$ cat config.mk
export PLATFORM = sky130hd
export DESIGN_NAME = video_sequencer_flat
export DESIGN_NICKNAME = d
export VERILOG_FILES = /design/src/rtl/video_sequencer_if.sv /design/src/rtl/video_sequencer.sv /design/src/flat_wrapper.sv
export SDC_FILE = /design/constraint.sdc
export NUM_CORES = 1
export LEC_CHECK = 0
export BUFFER_PORTS_ARGS = -buffer_cell sky130_fd_sc_hd__buf_2
export CORE_UTILIZATION = 55
export DETAILED_ROUTE_END_ITERATION = 12
export GPL_TIMING_DRIVEN = 0
export PLACE_DENSITY = 0.77
export SLEW_MARGIN = 20
export SYNTH_ARGS = -nofsm -noshare
export SYNTH_HDL_FRONTEND = slang
export SYNTH_SLANG_ARGS = --single-unit
export TNS_END_PERCENT = 50
$ cat constraint.sdc
create_clock -name clk -period 7.02 [get_ports clk]
set_clock_uncertainty 0.15 [all_clocks]
set_input_delay 1.053 -clock clk [delete_from_list [all_inputs] [get_ports clk]]
set_output_delay 1.053 -clock clk [all_outputs]
set_load 0.02 [all_outputs]
$ cat src/rtl/video_sequencer_if.sv
// Pixel-source handshake and synthesizer drive signals of the video sequencer.
interface video_sequencer_if;
    logic [5:0] pix_colour;
    logic [5:0] colour_num;
    logic [7:0] phase;
    logic       pix_req;
    logic [9:0] pix_x;
    logic [8:0] pix_y;
    logic       line_start;
    logic       field_start;

    modport master (
        input  pix_colour,
        output colour_num,
        output phase,
        output pix_req,
        output pix_x,
        output pix_y,
        output line_start,
        output field_start
    );

    modport slave (
        output pix_colour,
        input  colour_num,
        input  phase,
        input  pix_req,
        input  pix_x,
        input  pix_y,
        input  line_start,
        input  field_start
    );
endinterface

$ cat src/rtl/video_sequencer.sv
// Horizontal/vertical timing generator feeding colour codes and subcarrier phase
// to the composite synthesizer, fetching active pixels one cycle ahead.
module video_sequencer #(
    parameter int         LINE_LEN     = 910,
    parameter int         SYNC_LEN     = 67,
    parameter int         BURST_START  = 76,
    parameter int         BURST_LEN    = 36,
    parameter int         ACTIVE_START = 140,
    parameter int         ACTIVE_LEN   = 744,
    parameter int         FIELD_LINES  = 262,
    parameter int         VSYNC_LINES  = 3,
    parameter int         VBLANK_LINES = 20,
    parameter int         PHASE_STEP   = 64,
    parameter logic [5:0] SYNC_CODE    = 6'd0,
    parameter logic [5:0] BLANK_CODE   = 6'd1,
    parameter logic [5:0] BURST_CODE   = 6'd2
) (
    input  logic              clk,
    input  logic              reset,
    video_sequencer_if.master bus
);

    typedef enum logic [1:0] {
        LINE_VSYNC,
        LINE_VBLANK,
        LINE_ACTIVE
    } lineType_t;

    localparam logic [9:0] H_LAST      = 10'(LINE_LEN - 1);
    localparam logic [9:0] H_SYNC_END  = 10'(SYNC_LEN);
    localparam logic [9:0] H_VSYNC_END = 10'(LINE_LEN - SYNC_LEN);
    localparam logic [9:0] H_BURST_BEG = 10'(BURST_START);
    localparam logic [9:0] H_BURST_END = 10'(BURST_START + BURST_LEN);
    localparam logic [9:0] H_ACT_BEG   = 10'(ACTIVE_START);
    localparam logic [9:0] H_ACT_END   = 10'(ACTIVE_START + ACTIVE_LEN);
    localparam logic [9:0] H_REQ_BEG   = 10'(ACTIVE_START - 1);
    localparam logic [9:0] H_REQ_END   = 10'(ACTIVE_START - 1 + ACTIVE_LEN);
    localparam logic [8:0] V_LAST      = 9'(FIELD_LINES - 1);
    localparam logic [8:0] V_SYNC_END  = 9'(VSYNC_LINES);
    localparam logic [8:0] V_ACT_BEG   = 9'(VBLANK_LINES);
    localparam logic [7:0] PHASE_INC   = 8'(PHASE_STEP);

    logic [9:0] r_hCnt;
    logic [8:0] r_vCnt;
    logic [7:0] r_phase;
    logic [5:0] r_colourNum;
    logic       r_pixReq;
    logic [9:0] r_pixX;
    logic [8:0] r_pixY;
    logic       r_lineStart;
    logic       r_fieldStart;

    logic [9:0] w_hNext;
    logic [8:0] w_vNext;
    lineType_t  w_lineType;
    logic [5:0] w_colourNext;
    logic       w_pixReqNext;

    always_comb begin
        w_hNext = r_hCnt + 10'd1;
        w_vNext = r_vCnt;
        if (r_hCnt == H_LAST) begin
            w_hNext = '0;
            w_vNext = (r_vCnt == V_LAST) ? 9'd0 : r_vCnt + 9'd1;
        end
    end

    // Everything is decoded from the next count so registered outputs line up with h/v.
    always_comb begin
        w_lineType   = LINE_ACTIVE;
        w_colourNext = BLANK_CODE;
        w_pixReqNext = 1'b0;

        if (w_vNext < V_SYNC_END) begin
            w_lineType = LINE_VSYNC;
        end else if (w_vNext < V_ACT_BEG) begin
            w_lineType = LINE_VBLANK;
        end

        if (w_lineType == LINE_VSYNC) begin
            if (w_hNext < H_VSYNC_END) begin
                w_colourNext = SYNC_CODE;
            end
        end else if (w_hNext < H_SYNC_END) begin
            w_colourNext = SYNC_CODE;
        end else if ((w_lineType == LINE_ACTIVE) && (w_hNext >= H_ACT_BEG) && (w_hNext < H_ACT_END)) begin
            w_colourNext = bus.pix_colour;
        end else if ((w_hNext >= H_BURST_BEG) && (w_hNext < H_BURST_END)) begin
            w_colourNext = BURST_CODE;
        end

        if ((w_lineType == LINE_ACTIVE) && (w_hNext >= H_REQ_BEG) && (w_hNext < H_REQ_END)) begin
            w_pixReqNext = 1'b1;
        end
    end

    always_ff @(posedge clk or posedge reset) begin
        if (reset) begin
            r_hCnt       <= '0;
            r_vCnt       <= '0;
            r_phase      <= '0;
            r_colourNum  <= SYNC_CODE;
            r_pixReq     <= 1'b0;
            r_pixX       <= '0;
            r_pixY       <= '0;
            r_lineStart  <= 1'b1;
            r_fieldStart <= 1'b1;
        end else begin
            r_hCnt       <= w_hNext;
            r_vCnt       <= w_vNext;
            r_phase      <= r_phase + PHASE_INC;
            r_colourNum  <= w_colourNext;
            r_pixReq     <= w_pixReqNext;
            r_lineStart  <= (w_hNext == 10'd0);
            r_fieldStart <= (w_hNext == 10'd0) && (w_vNext == 9'd0);
            if (w_pixReqNext) begin
                r_pixX <= w_hNext - H_REQ_BEG;
                r_pixY <= w_vNext - V_ACT_BEG;
            end
        end
    end

    assign bus.colour_num  = r_colourNum;
    assign bus.phase       = r_phase;
    assign bus.pix_req     = r_pixReq;
    assign bus.pix_x       = r_pixX;
    assign bus.pix_y       = r_pixY;
    assign bus.line_start  = r_lineStart;
    assign bus.field_start = r_fieldStart;

endmodule

$ cat src/flat_wrapper.sv
// flat-port wrapper written by rule: the top's interface ports become plain ports
module video_sequencer_flat 
#(
    parameter int         LINE_LEN     = 910,
    parameter int         SYNC_LEN     = 67,
    parameter int         BURST_START  = 76,
    parameter int         BURST_LEN    = 36,
    parameter int         ACTIVE_START = 140,
    parameter int         ACTIVE_LEN   = 744,
    parameter int         FIELD_LINES  = 262,
    parameter int         VSYNC_LINES  = 3,
    parameter int         VBLANK_LINES = 20,
    parameter int         PHASE_STEP   = 64,
    parameter logic [5:0] SYNC_CODE    = 6'd0,
    parameter logic [5:0] BLANK_CODE   = 6'd1,
    parameter logic [5:0] BURST_CODE   = 6'd2
)
  (clk, reset, bus_pix_colour, bus_colour_num, bus_phase, bus_pix_req, bus_pix_x, bus_pix_y, bus_line_start, bus_field_start);
  video_sequencer_if bus_i ();
  input  logic clk;
  input  logic reset;
  input wire logic [$bits(bus_i.pix_colour)-1:0] bus_pix_colour;
  output wire logic [$bits(bus_i.colour_num)-1:0] bus_colour_num;
  output wire logic [$bits(bus_i.phase)-1:0] bus_phase;
  output wire logic [$bits(bus_i.pix_req)-1:0] bus_pix_req;
  output wire logic [$bits(bus_i.pix_x)-1:0] bus_pix_x;
  output wire logic [$bits(bus_i.pix_y)-1:0] bus_pix_y;
  output wire logic [$bits(bus_i.line_start)-1:0] bus_line_start;
  output wire logic [$bits(bus_i.field_start)-1:0] bus_field_start;
  assign bus_i.pix_colour = bus_pix_colour;
  assign bus_colour_num = bus_i.colour_num;
  assign bus_phase = bus_i.phase;
  assign bus_pix_req = bus_i.pix_req;
  assign bus_pix_x = bus_i.pix_x;
  assign bus_pix_y = bus_i.pix_y;
  assign bus_line_start = bus_i.line_start;
  assign bus_field_start = bus_i.field_start;
  video_sequencer #(.LINE_LEN(LINE_LEN), .SYNC_LEN(SYNC_LEN), .BURST_START(BURST_START), .BURST_LEN(BURST_LEN), .ACTIVE_START(ACTIVE_START), .ACTIVE_LEN(ACTIVE_LEN), .FIELD_LINES(FIELD_LINES), .VSYNC_LINES(VSYNC_LINES), .VBLANK_LINES(VBLANK_LINES), .PHASE_STEP(PHASE_STEP), .SYNC_CODE(SYNC_CODE), .BLANK_CODE(BLANK_CODE), .BURST_CODE(BURST_CODE)) u_core (.clk(clk), .reset(reset), .bus(bus_i));
endmodule
==> impl_metrics.json <==
{
  "grt_use_total_pct": 23.6,
  "worstPathArrival_ps": 3430,
  "ant_nets": 0,
  "fin_util_pct": 64.3,
  "cts_hold_buf": 0,
  "start_util_pct": 56.8,
  "muxShareOfSynthArea_pct": 9.78,
  "vdd_ir_drop_max_mv": 0.115,
  "hp-class": "flop to flop",
  "end_kind": "flop",
  "nets": 357,
  "relSlewSlack_pct": 58.0,
  "drive_above_1_share_pct": 31.3,
  "p_per_area_mw_per_mm2": 136,
  "syn_area_sq_mm": 0.00311,
  "ys_async_sr_fraction_pct": 100,
  "min_period_ps": 3380,
  "cts_max_level": 2,
  "grt_pass1_vias": 2173,
  "cts_tree": "yes",
  "cpMostUsedCell": "ha_1",
  "finalSetupTns_ps": 0,
  "drcViolationCount": 0,
  "numCtsBuffers": 5,
  "path_max_fanout": 10,
  "diodes": 0,
  "dp.cells": 406,
  "post_drt_wl_per_cell_microns": 15.7,
  "num_vias": 2346,
  "ios": 44,
  "cts_buffer_depth": 2,
  "synth_top_family_by_area": "simple AND/OR/NAND/NOR gates",
  "hold_viol_final": 0,
  "cts_resized": 0,
  "synth.most_common_cell": "dfrtp_1",
  "worst_slew_pin_slew_ps": 627,
  "cts.sink_count": 49,
  "cp_cell_sequence": "ha_1 -> and4bb_2 -> nand3_1 -> nand2b_1 -> inv_1 -> ha_1 -> o211ai_1 -> a31oi_1 -> nor2_1 -> a311oi_4 -> buf_6 -> mux2_4",
  "yosys.area.top_type": "dfrtp_1",
  "synth_xor_area_share_pct": 5.63,
  "first_pass_iters": 4,
  "synth-simple-area-share_pct": 19.9,
  "row_count": 27,
  "critPathTopFamily": "simple AND/OR/NAND/NOR gates",
  "cp.depth": 12,
  "die_x_microns": 77.2,
  "power_w": 0.000477,
  "ys.flop_type": "dfrtp_1",
  "avgViaCountPerCell": 5.67,
  "synth_top_area_share_pct": 37.8,
  "path_class": "flop to flop",
  "grt-ovfl-total": 0,
  "postCtsSetupRepairBufs": 0,
  "leakage_nw": 1.64,
  "yosysUniqueCellTypes": 71,
  "yosysWarnings": 0,
  "clk_latency_ps": 320,
  "root_buffer": "clkbuf_8",
  "critPathMaxStageDelay_ps": 480,
  "timing.final.crit_share_pct": 48.1,
  "crit_buf_inv": 2,
  "drt-initial-drc-count": 178,
  "avgSynthCellArea_sq_um": 10.7,
  "synthToLayoutAreaGrowth_pct": 13.2,
  "port_buffers": 37,
  "die_area_sq_mm": 0.00596,
  "rsz0062_at_grt": "false",
  "grt_pass1_wl_microns": 11100,
  "max_freq_ghz": 0.296,
  "synth_edf_count": 0,
  "start_kind": "flop",
  "hold_path_depth": 1,
  "synth_cells": 291,
  "crit_slowest_cell": "dfrtp_1",
  "ys_ff_latch": 49,
  "required_ps": 7070,
  "synth_top_cells_by_area": "dfrtp_1 38%, mux2_4 8.7%, xnor2_1 4.2%",
  "clkSlewWorstSetupHoldPaths_ps": 100,
  "reg2reg_depth": 12,
  "synth_seq_area_share_pct": 39.5,
  "routabilityCongestion": 0.888,
  "instances_no_fill": 414,
  "outcome": "completed",
  "antenna_found_initial": 0,
  "core-area_sq_mm": 0.00547,
  "dp_hpwl_microns": 4820,
  "die_h_microns": 77.2,
  "slew_violations": 0,
  "synth_compound_area_share_pct": 14.6,
  "drt_wl_total_microns": 6500,
  "synth_fa_ha_area_share_pct": 3.22,
  "setup_viol": 0,
  "netlist_top_cells_count": "47 x dfrtp_1, 18 x mux2_4, 16 x inv_1",
  "grt_max_degree": 31,
  "maxCapViolations": 0
}
## state kept, by name, summed over array words and instances, names as in the netlist
name                    cells
u_core.bus.line_start       1
u_core.bus.pix_req          1
u_core.bus.colour_num       6
u_core.bus.phase            2
u_core.bus.field_start      1
u_core.bus.pix_y            9
u_core.bus.pix_x           10
u_core.r_vCnt               9
u_core.r_hCnt              10
## cells by family after synthesis
logic type | Yosys count
XOR/XNOR | 20
adder cells (fa/ha/maj) | 8
other | 1
AO/OA/AOI/OAI | 54
flip-flops | 49
AND/OR/NAND/NOR | 98
buffers and inverters | 40
multiplexers | 21
## metal layers
| metal | share of wire (%) | routed length [microns] | global-route usage [%] | up-vias |
|---|---|---|---|---|
| li1 | - | - | - | 1145 |
| met4 | 1.5 | 95 | 8.11 | 0 |
| met2 | 46 | 2960 | 35.7 | 75 |
| met5 | 0 | 0 | 0 | - |
| met1 | 48 | 3100 | 34.5 | 1117 |
| met3 | 5.2 | 339 | 3.10 | 9 |
## final timing paths
path | from | end | slack (ps)
worst max register to register | u_core.r_hCnt[0] | u_core.bus.pix_x[4] | 3640
worst max-delay path | u_core.r_hCnt[0] | u_core.bus.pix_x[4] | 3640
worst min-delay path | u_core.bus.phase[6] | u_core.bus.phase[6] | 310
max in group asynchronous | reset | u_core.bus.pix_x[2] | 5650
min in group asynchronous | reset | u_core.bus.pix_y[2] | 570
worst min register to register | u_core.bus.phase[6] | u_core.bus.phase[6] | 310
## cell type report
class                           instances  area [sq um]
Timing Repair Buffer                   38           205
Buffer                                 23           159
Tap cell                               72          90.1
Clock buffer                            5          68.8
Multi-Input combinational cell        207          1680
Sequential cell                        49          1230
Fill cell                             456          1950
Inverter                               17          65.1
Clock inverter                          3          26.3
## power breakdown
| part | internal [W] | leakage (nW) | switching (W) | total (W) |
|---|---|---|---|---|
| sequential | 0.000282 | 0.659 | 0 | 0.000282 |
| combinational | 0.00000479 | 0.940 | 0.00000921 | 0.0000140 |
| clock | 0.0000727 | 0.0423 | 0.000108 | 0.000181 |
## placed cells by master, fill, tap and decap left out, types with 6 or more instances in the layout
cell	instances
dfrtp_1	47
buf_2	41
mux2_4	18
nand2_1	15
inv_1	15
xnor2_1	15
nor2_1	15
nand3_1	10
buf_4	8
o21ai_0	8
ha_1	8
nand4_1	7
nor3_1	7
and2_1	7
conb_1	6
## stage by stage
step,area (sq um),hold slack (ps),setup slack (ps)
detailed placement,3420,299,3670
global placement,3400,297,3690
global route,3520,330,3410
CTS,3520,315,3620
floorplan,3130,408,4150
finish,3520,308,3640
Note: power is estimated with default switching activity, not from simulation.
